===== config.mk =====
export PLATFORM = sky130hd
export DESIGN_NAME = dsm_decimator
export DESIGN_NICKNAME = d
export VERILOG_FILES = /design/src/rtl/dsm_decimator.sv
export SDC_FILE = /design/constraint.sdc
export NUM_CORES = 1
export LEC_CHECK = 0
export BUFFER_PORTS_ARGS = -buffer_cell sky130_fd_sc_hd__buf_4
export CAP_MARGIN = 20
export CORE_MARGIN = 1
export CORE_UTILIZATION = 35
export DETAILED_ROUTE_END_ITERATION = 10
export PLACE_DENSITY = 0.49
export SYNTH_ARGS = -nofsm -noshare
export SYNTH_HDL_FRONTEND = slang
export SYNTH_SLANG_ARGS = --single-unit

===== constraint.sdc =====
create_clock -name aclk -period 6.9 [get_ports aclk]
set_input_delay 0.69 -clock aclk [delete_from_list [all_inputs] [get_ports aclk]]
set_output_delay 0.69 -clock aclk [all_outputs]
set_load 0.02 [all_outputs]

===== src/rtl/dsm_decimator.sv =====
// dsm_decimator: rebuilds WIDTH-bit offset-binary samples from a 1-bit delta-sigma stream with an ORDER-stage CIC, R = 2^DEC_LOG2.
// Optional macro DSM_DECIMATOR_WARMUP_EN hides the first ORDER samples after reset (CIC start-up transient).
module dsm_decimator #(
  parameter int WIDTH    = 16,
  parameter int ORDER    = 3,
  parameter int DEC_LOG2 = 4
) (
  input  logic             aclk,
  input  logic             arst_n,
  input  logic             s_axis_data_tdata,
  input  logic             s_axis_data_tvalid,
  output logic             s_axis_data_tready,
  output logic [WIDTH-1:0] m_axis_data_tdata,
  output logic             m_axis_data_tvalid,
  input  logic             m_axis_data_tready
);
  localparam int ACC_W = ORDER*DEC_LOG2+2;
  localparam int U_W   = ORDER*DEC_LOG2+1;
  localparam logic [DEC_LOG2-1:0] PH_LAST = {DEC_LOG2{1'b1}};

  logic [DEC_LOG2-1:0]         phase;
  logic                        strobe;
  logic [ORDER-1:0][ACC_W-1:0] integ, integ_nxt, dly;
  logic [ORDER:0][ACC_W-1:0]   comb_v;
  logic [ACC_W-1:0]            x;
  logic signed [ACC_W:0]       u_full;
  logic [U_W-1:0]              u_c;
  logic [WIDTH-1:0]            samp;
  logic                        xfer_in, show;

  // Only the frame-completing bit stalls, so a pending sample is never overwritten.
  assign s_axis_data_tready = !((phase == PH_LAST) &&
                                (strobe || (m_axis_data_tvalid && !m_axis_data_tready)));
  assign xfer_in = s_axis_data_tvalid && s_axis_data_tready;
  assign x       = s_axis_data_tdata ? ACC_W'(1) : {ACC_W{1'b1}};

  // Integrator cascade feeds each stage the freshly updated value of the previous one.
  always_comb begin
    integ_nxt[0] = integ[0] + x;
    for (int k = 1; k < ORDER; k++) integ_nxt[k] = integ[k] + integ_nxt[k-1];
  end

  always_comb begin
    comb_v[0] = integ[ORDER-1];
    for (int k = 0; k < ORDER; k++) comb_v[k+1] = comb_v[k] - dly[k];
  end

  // Offset by R^ORDER to make the comb output unsigned, then clamp to U_W bits.
  assign u_full = $signed({comb_v[ORDER][ACC_W-1], comb_v[ORDER]}) +
                  $signed({3'b001, {(U_W-1){1'b0}}});

  always_comb begin
    if (u_full[ACC_W])        u_c = '0;
    else if (u_full[ACC_W-1]) u_c = '1;
    else                      u_c = u_full[U_W-1:0];
  end

  generate
    if (WIDTH <= U_W) begin : g_trunc
      assign samp = u_c[U_W-1 -: WIDTH];
    end else begin : g_shift
      assign samp = {u_c, {(WIDTH-U_W){1'b0}}};
    end
  endgenerate

`ifdef DSM_DECIMATOR_WARMUP_EN
  localparam int WARM_W = $clog2(ORDER+1);
  localparam logic [WARM_W-1:0] WARM_DONE = WARM_W'(ORDER);
  logic [WARM_W-1:0] warm;

  assign show = (warm == WARM_DONE);

  always_ff @(posedge aclk or negedge arst_n) begin
    if (!arst_n)              warm <= '0;
    else if (strobe && !show) warm <= warm + 1'b1;
  end
`else
  assign show = 1'b1;
`endif

  always_ff @(posedge aclk or negedge arst_n) begin
    if (!arst_n) begin
      phase              <= '0;
      strobe             <= 1'b0;
      integ              <= '0;
      dly                <= '0;
      m_axis_data_tvalid <= 1'b0;
      m_axis_data_tdata  <= '0;
    end else begin
      strobe <= xfer_in && (phase == PH_LAST);
      if (xfer_in) begin
        integ <= integ_nxt;
        phase <= phase + 1'b1;
      end
      if (strobe) begin
        for (int k = 0; k < ORDER; k++) dly[k] <= comb_v[k];
      end
      if (strobe && show) begin
        m_axis_data_tdata  <= samp;
        m_axis_data_tvalid <= 1'b1;
      end else if (m_axis_data_tvalid && m_axis_data_tready) begin
        m_axis_data_tvalid <= 1'b0;
      end
    end
  end
endmodule


---- Word-level counts from Yosys, hierarchy flattened ----
Cells that the tools add are included.
word-level totals
  word-level logic and storage cells ...... 33
  input bits .............................. 5
  memories ................................ 0
  bits in registers ....................... 103
  memory bits (read-only) ................. 0
  output and inout port bits .............. 18
  bits in writable memories ............... 0
  latch bits .............................. 0
operators by class
  add/subtract/negate cells ............... 8
  bitwise gates (word level) .............. 0
  reductions and logical operators ........ 9
  $mul .................................... 0
  multiplexer cells ....................... 5
  $lt $le $gt $ge ......................... 0
  eq/ne operators ......................... 1
  shift operators ......................... 0
  div/mod/pow operators ................... 0
operator list
  operator                                         number
  adder 14 bit                                     3
  subtractor 14 bit                                3
  two-way mux 13 bit                               2
  adder 14 x 14 -> 15 bit (second input constant)  1
  two-way mux 14 bit                               1
  logical AND 1 bit                                5
  adder 4 x 1 -> 4 bit (second input constant)     1
  equality test 4 bit (second input constant)      1
  logical NOT 1 bit                                2
  two-way mux 1 bit                                2
  nonzero test 2 bit                               1
  logical OR 1 bit                                 1

---- Logic depth before layout (Yosys ltp) ----
  word-level depth ........................ 7
  gate-level depth with buffers ........... 27
  depth with buffers taken out ............ 26

---- Worst setup path before layout ----
Ideal clock, no wire load.
  path type ............................... register -> register
  from .................................... register integ, in the netlist comb_v[0]
  to ...................................... register m_axis_data_tdata[10]
  path buffers ............................ 1
  period minus slack after synthesis ...... 5159 ps
  cell stages (with the launch flop) ...... 25
  setup slack ............................. 1741 ps
  arrival time ............................ 5034 ps
  path through ............................ dfrtp_1 -> inv_1 -> ha_1 -> fa_1 -> nor2b_1 -> o21ai_0 -> nand2b_1 -> a21o_1 -> a21oi_1 -> xnor2_1 -> ha_1 -> a2111o_1 -> o21ai_0 -> xnor2_1 -> ha_1 -> and3_1 -> a32o_1 -> o22ai_1 -> mux2i_1 -> o211ai_1 -> xor2_2 -> ha_1 -> clkbuf_1 -> a21oi_1 -> mux2_2
RTL lines
  element                   RTL line  RTL
  start: declaration        23        logic [ORDER-1:0][ACC_W-1:0] integ, integ_nxt, dly;
  start signal: assignment  92        integ <= integ_nxt;
  end signal: assignment    99        m_axis_data_tdata <= samp;
  end: declaration          13        output logic [WIDTH-1:0] m_axis_data_tdata,

==> impl_metrics.py <==
metrics = {
    "critical_path": {
        "path_class": "reg2reg",
        "end_kind": "flip-flop",
        "required_ps": 7140,
        "critPathMaxFanout": 12,
        "cp-start-kind": "flip-flop",
        "cp.arrival_ps": 5870,
    },
    "yosys": {
        "postSynthAreaPerCell_sq_um": 8.872,
        "async_reset_ff_share_pct": 100.0,
        "yosys.area.top_type": "dfrtp_1",
        "ys_ff_latch": 103,
        "synth_area_sq_um": 7337,
        "yosys_warnings": 0,
        "synthFlopType": "dfrtp_1",
        "synthTopCellsByArea": "dfrtp_1 35%, ha_1 13%, nand2_1 6.5%",
        "synth_top_area_share_pct": 35.13,
        "postSynthCellCount": 827,
        "synth.distinct_cells": 64,
        "ys_seq_area_share_pct": 35.13,
        "synth_edf_count": 0,
    },
    "placed_design": {
        "place_area_sq_um": 7755,
        "gp_congestion": 0.7557,
        "place_ws_ps": 1121,
        "dp_hpwl_mm": 10.24,
        "port_buffers": 19,
    },
    "global_route": {
        "grt_usage_pct": 14.37,
        "antenna_found_initial": 0,
        "grt_pass1_vias": 5468,
        "grt_pass1_wl_mm": 25.27,
        "grt_start_max_net_pins": 87,
        "overflow": 0,
    },
    "routing": {
        "ant_nets": 0,
        "dr.pass1.iters": 4,
        "drt_iter0_drc": 186,
        "wire_per_inst_microns": 12.65,
        "vias": 5378,
        "viasPerCell": 4.819,
        "drc": 0,
        "wl_mm": 14.12,
    },
    "cts": {
        "clk-insertion-delay-late_ps": 350,
        "cts_tree": "built",
        "cts-root-buf": "clkbuf_16",
        "cts-resized-gates": 0,
        "holdBufCountCts": 0,
        "cts_setup_buffers": 0,
        "cts.sinks": 103,
        "clk_path_buf_depth": 2,
        "clk_pin_slew_ps": 70,
        "cts_buffers": 9,
        "htreeDepth": 3,
    },
    "floorplan": {
        "die_x_microns": 146.8,
        "die-area_sq_um": 21550,
        "start_util_pct": 36.03,
        "die_h_microns": 146.8,
        "io_pins": 23,
        "rows": 52,
        "coreArea_sq_um": 20360,
    },
    "timing": {
        "worst_slack_ps": 1268,
        "fin_crit_ps": 5632,
        "relSlewSlack_pct": 45.45,
        "tightest_slew_ps": 818.3,
        "fmax_mhz": 177.6,
        "finalSetupTns_ps": 0,
        "timing.final.crit_share_pct": 81.62,
        "skew_ps": 5.611,
        "setup_violations": 0,
        "maxSlewViolCount": 0,
        "rsz0062_at_grt": "false",
        "final_hold_viol_count": 0,
    },
    "layout": {
        "fin_nets": 931,
        "finalInstanceArea_sq_um": 8061,
        "utilization_pct": 39.59,
        "fill_cells": 2116,
        "antenna_cells": 0,
        "drive_above_1_share_pct": 8.511,
        "area_growth_pct": 9.874,
    },
    "job": {
        "drv_cap": 0,
    },
    "hold_path": {
        "hold_class": "in2async",
    },
    "outcome": {
        "run_status": "complete, no violations",
    },
}
[layout by cell type, fill, tap and decap left out, types with 4 or more instances in the layout]
cell type	count
nand2b_1	6
mux2_2	22
clkbuf_16	9
nand2_1	127
fa_1	6
o31ai_1	6
o21ai_0	82
nor3_1	13
nor2_1	37
ha_1	79
a21oi_1	54
a21boi_0	4
buf_4	23
dfrtp_1	102
o21ai_1	6
xor2_1	19
a21o_1	21
nand4_1	5
o21a_1	12
o21bai_1	6
xnor2_1	45
a211oi_1	5
inv_1	77
nand3_1	6
nor2b_1	8
[metrics by stage]
stage | instances | hold slack [ps]
after CTS | 1116 | 441.8
after global routing | 1116 | 477.6
after global placement | 1100 | 464.6
after floorplan | 829 | 394.4
after detailed placement | 1100 | 465.1
final | 1116 | 413.3
[path summary, 6_finish.rpt]
kind                                  startpoint                               end  slack [ps]  depth (start not counted)
setup / recovery           comb_v[0]$_DFFE_PN0P_  m_axis_data_tdata[6]$_DFFE_PN0P_        1270                         23
hold / removal                            arst_n               dly[28]$_DFFE_PN0P_         410                          1
setup reg to reg           comb_v[0]$_DFFE_PN0P_  m_axis_data_tdata[6]$_DFFE_PN0P_        1270                         23
hold reg to reg            integ[13]$_DFFE_PN0P_             integ[13]$_DFFE_PN0P_         480                          1
max in group asynchronous                 arst_n                  strobe$_DFF_PN0_        5330                          2
min in group aclk          integ[13]$_DFFE_PN0P_             integ[13]$_DFFE_PN0P_         480                          1
[cell usage after synthesis, types with 3 or more instances]
cell type  instances
dfrtp_1          103
nor3_1            13
a21boi_1           3
mux2_2            22
nand3b_1           3
xor2_1            19
a31oi_1            3
buf_1              4
o211ai_1           3
nand2_1          127
xnor2_1           45
fa_1               6
or4_1              3
inv_1             77
a21oi_1           54
a21boi_0           4
o21ai_0           82
clkbuf_1          14
nand2b_1           6
a211oi_1           5
o21bai_1           6
nand3_1            6
o21ai_1            6
ha_1              79
nand4_1            5
o31ai_1            6
nor2_1            37
nor2b_1            8
o21a_1            12
buf_4              3
a21o_1            21
[layout make-up]
type | count | area [sq um] | area share (%)
Multi-Input combinational cell | 626 | 4373 | 54.24
Clock buffer | 12 | 236.5 | 2.933
Sequential cell | 103 | 2579 | 31.99
Tap cell | 270 | 337.8 | 4.191
Clock inverter | 4 | 70.07 | 0.8692
Inverter | 78 | 292.8 | 3.632
Timing Repair Buffer | 23 | 172.7 | 2.142
[registers in the layout, summed over array words and instances, names as in the netlist]
name,flops
m_axis_data_tdata,13
dly,42
m_axis_data_tvalid,1
phase,4
strobe,1
comb_v,14
integ,28
[routing by layer]
| metal | GRT usage [%] | up-vias | wire (microns) |
|---|---|---|---|
| li1 | - | 2855 | - |
| met1 | 17.03 | 2475 | 6844 |
| met2 | 26.16 | 36 | 6831 |
| met3 | 3.168 | 12 | 312 |
| met4 | 3.490 | 0 | 133 |
| met5 | 0 | - | 0 |
[worst max-delay path: stages (launching register included)]
cell and delay [ps]:
dfrtp_1 370, inv_1 70, ha_1 210, fa_1 410
xnor2_1 240, ha_1 300, nor2b_1 140, o21ai_0 220
a21boi_0 160, o21ai_0 210, a21boi_0 150, o21ai_1 240
nand2_1 100, xor2_1 200, ha_1 310, and3_1 160
a32o_1 280, o22ai_1 280, mux2i_1 230, o211ai_1 150
xor2_2 210, ha_1 520, a21oi_1 120, mux2_2 280
[cell families (layout without fill, tap and decap cells)]
logic type | after synthesis | in the layout | share of synthesized area [%]
adder cells (fa/ha/maj) | 85 | 85 | 15.11
multiplexers | 24 | 24 | 3.649
flip-flops | 103 | 103 | 35.13
other | 1 | 3 | 0.05111
XOR/XNOR | 68 | 68 | 8.731
AO/OA/AOI/OAI | 223 | 223 | 18.57
buffers and inverters | 100 | 117 | 5.372
AND/OR/NAND/NOR | 223 | 223 | 13.39
Power is not shown: default switching activity piles up to over one toggle a cycle in this logic, so the estimate is an artifact.
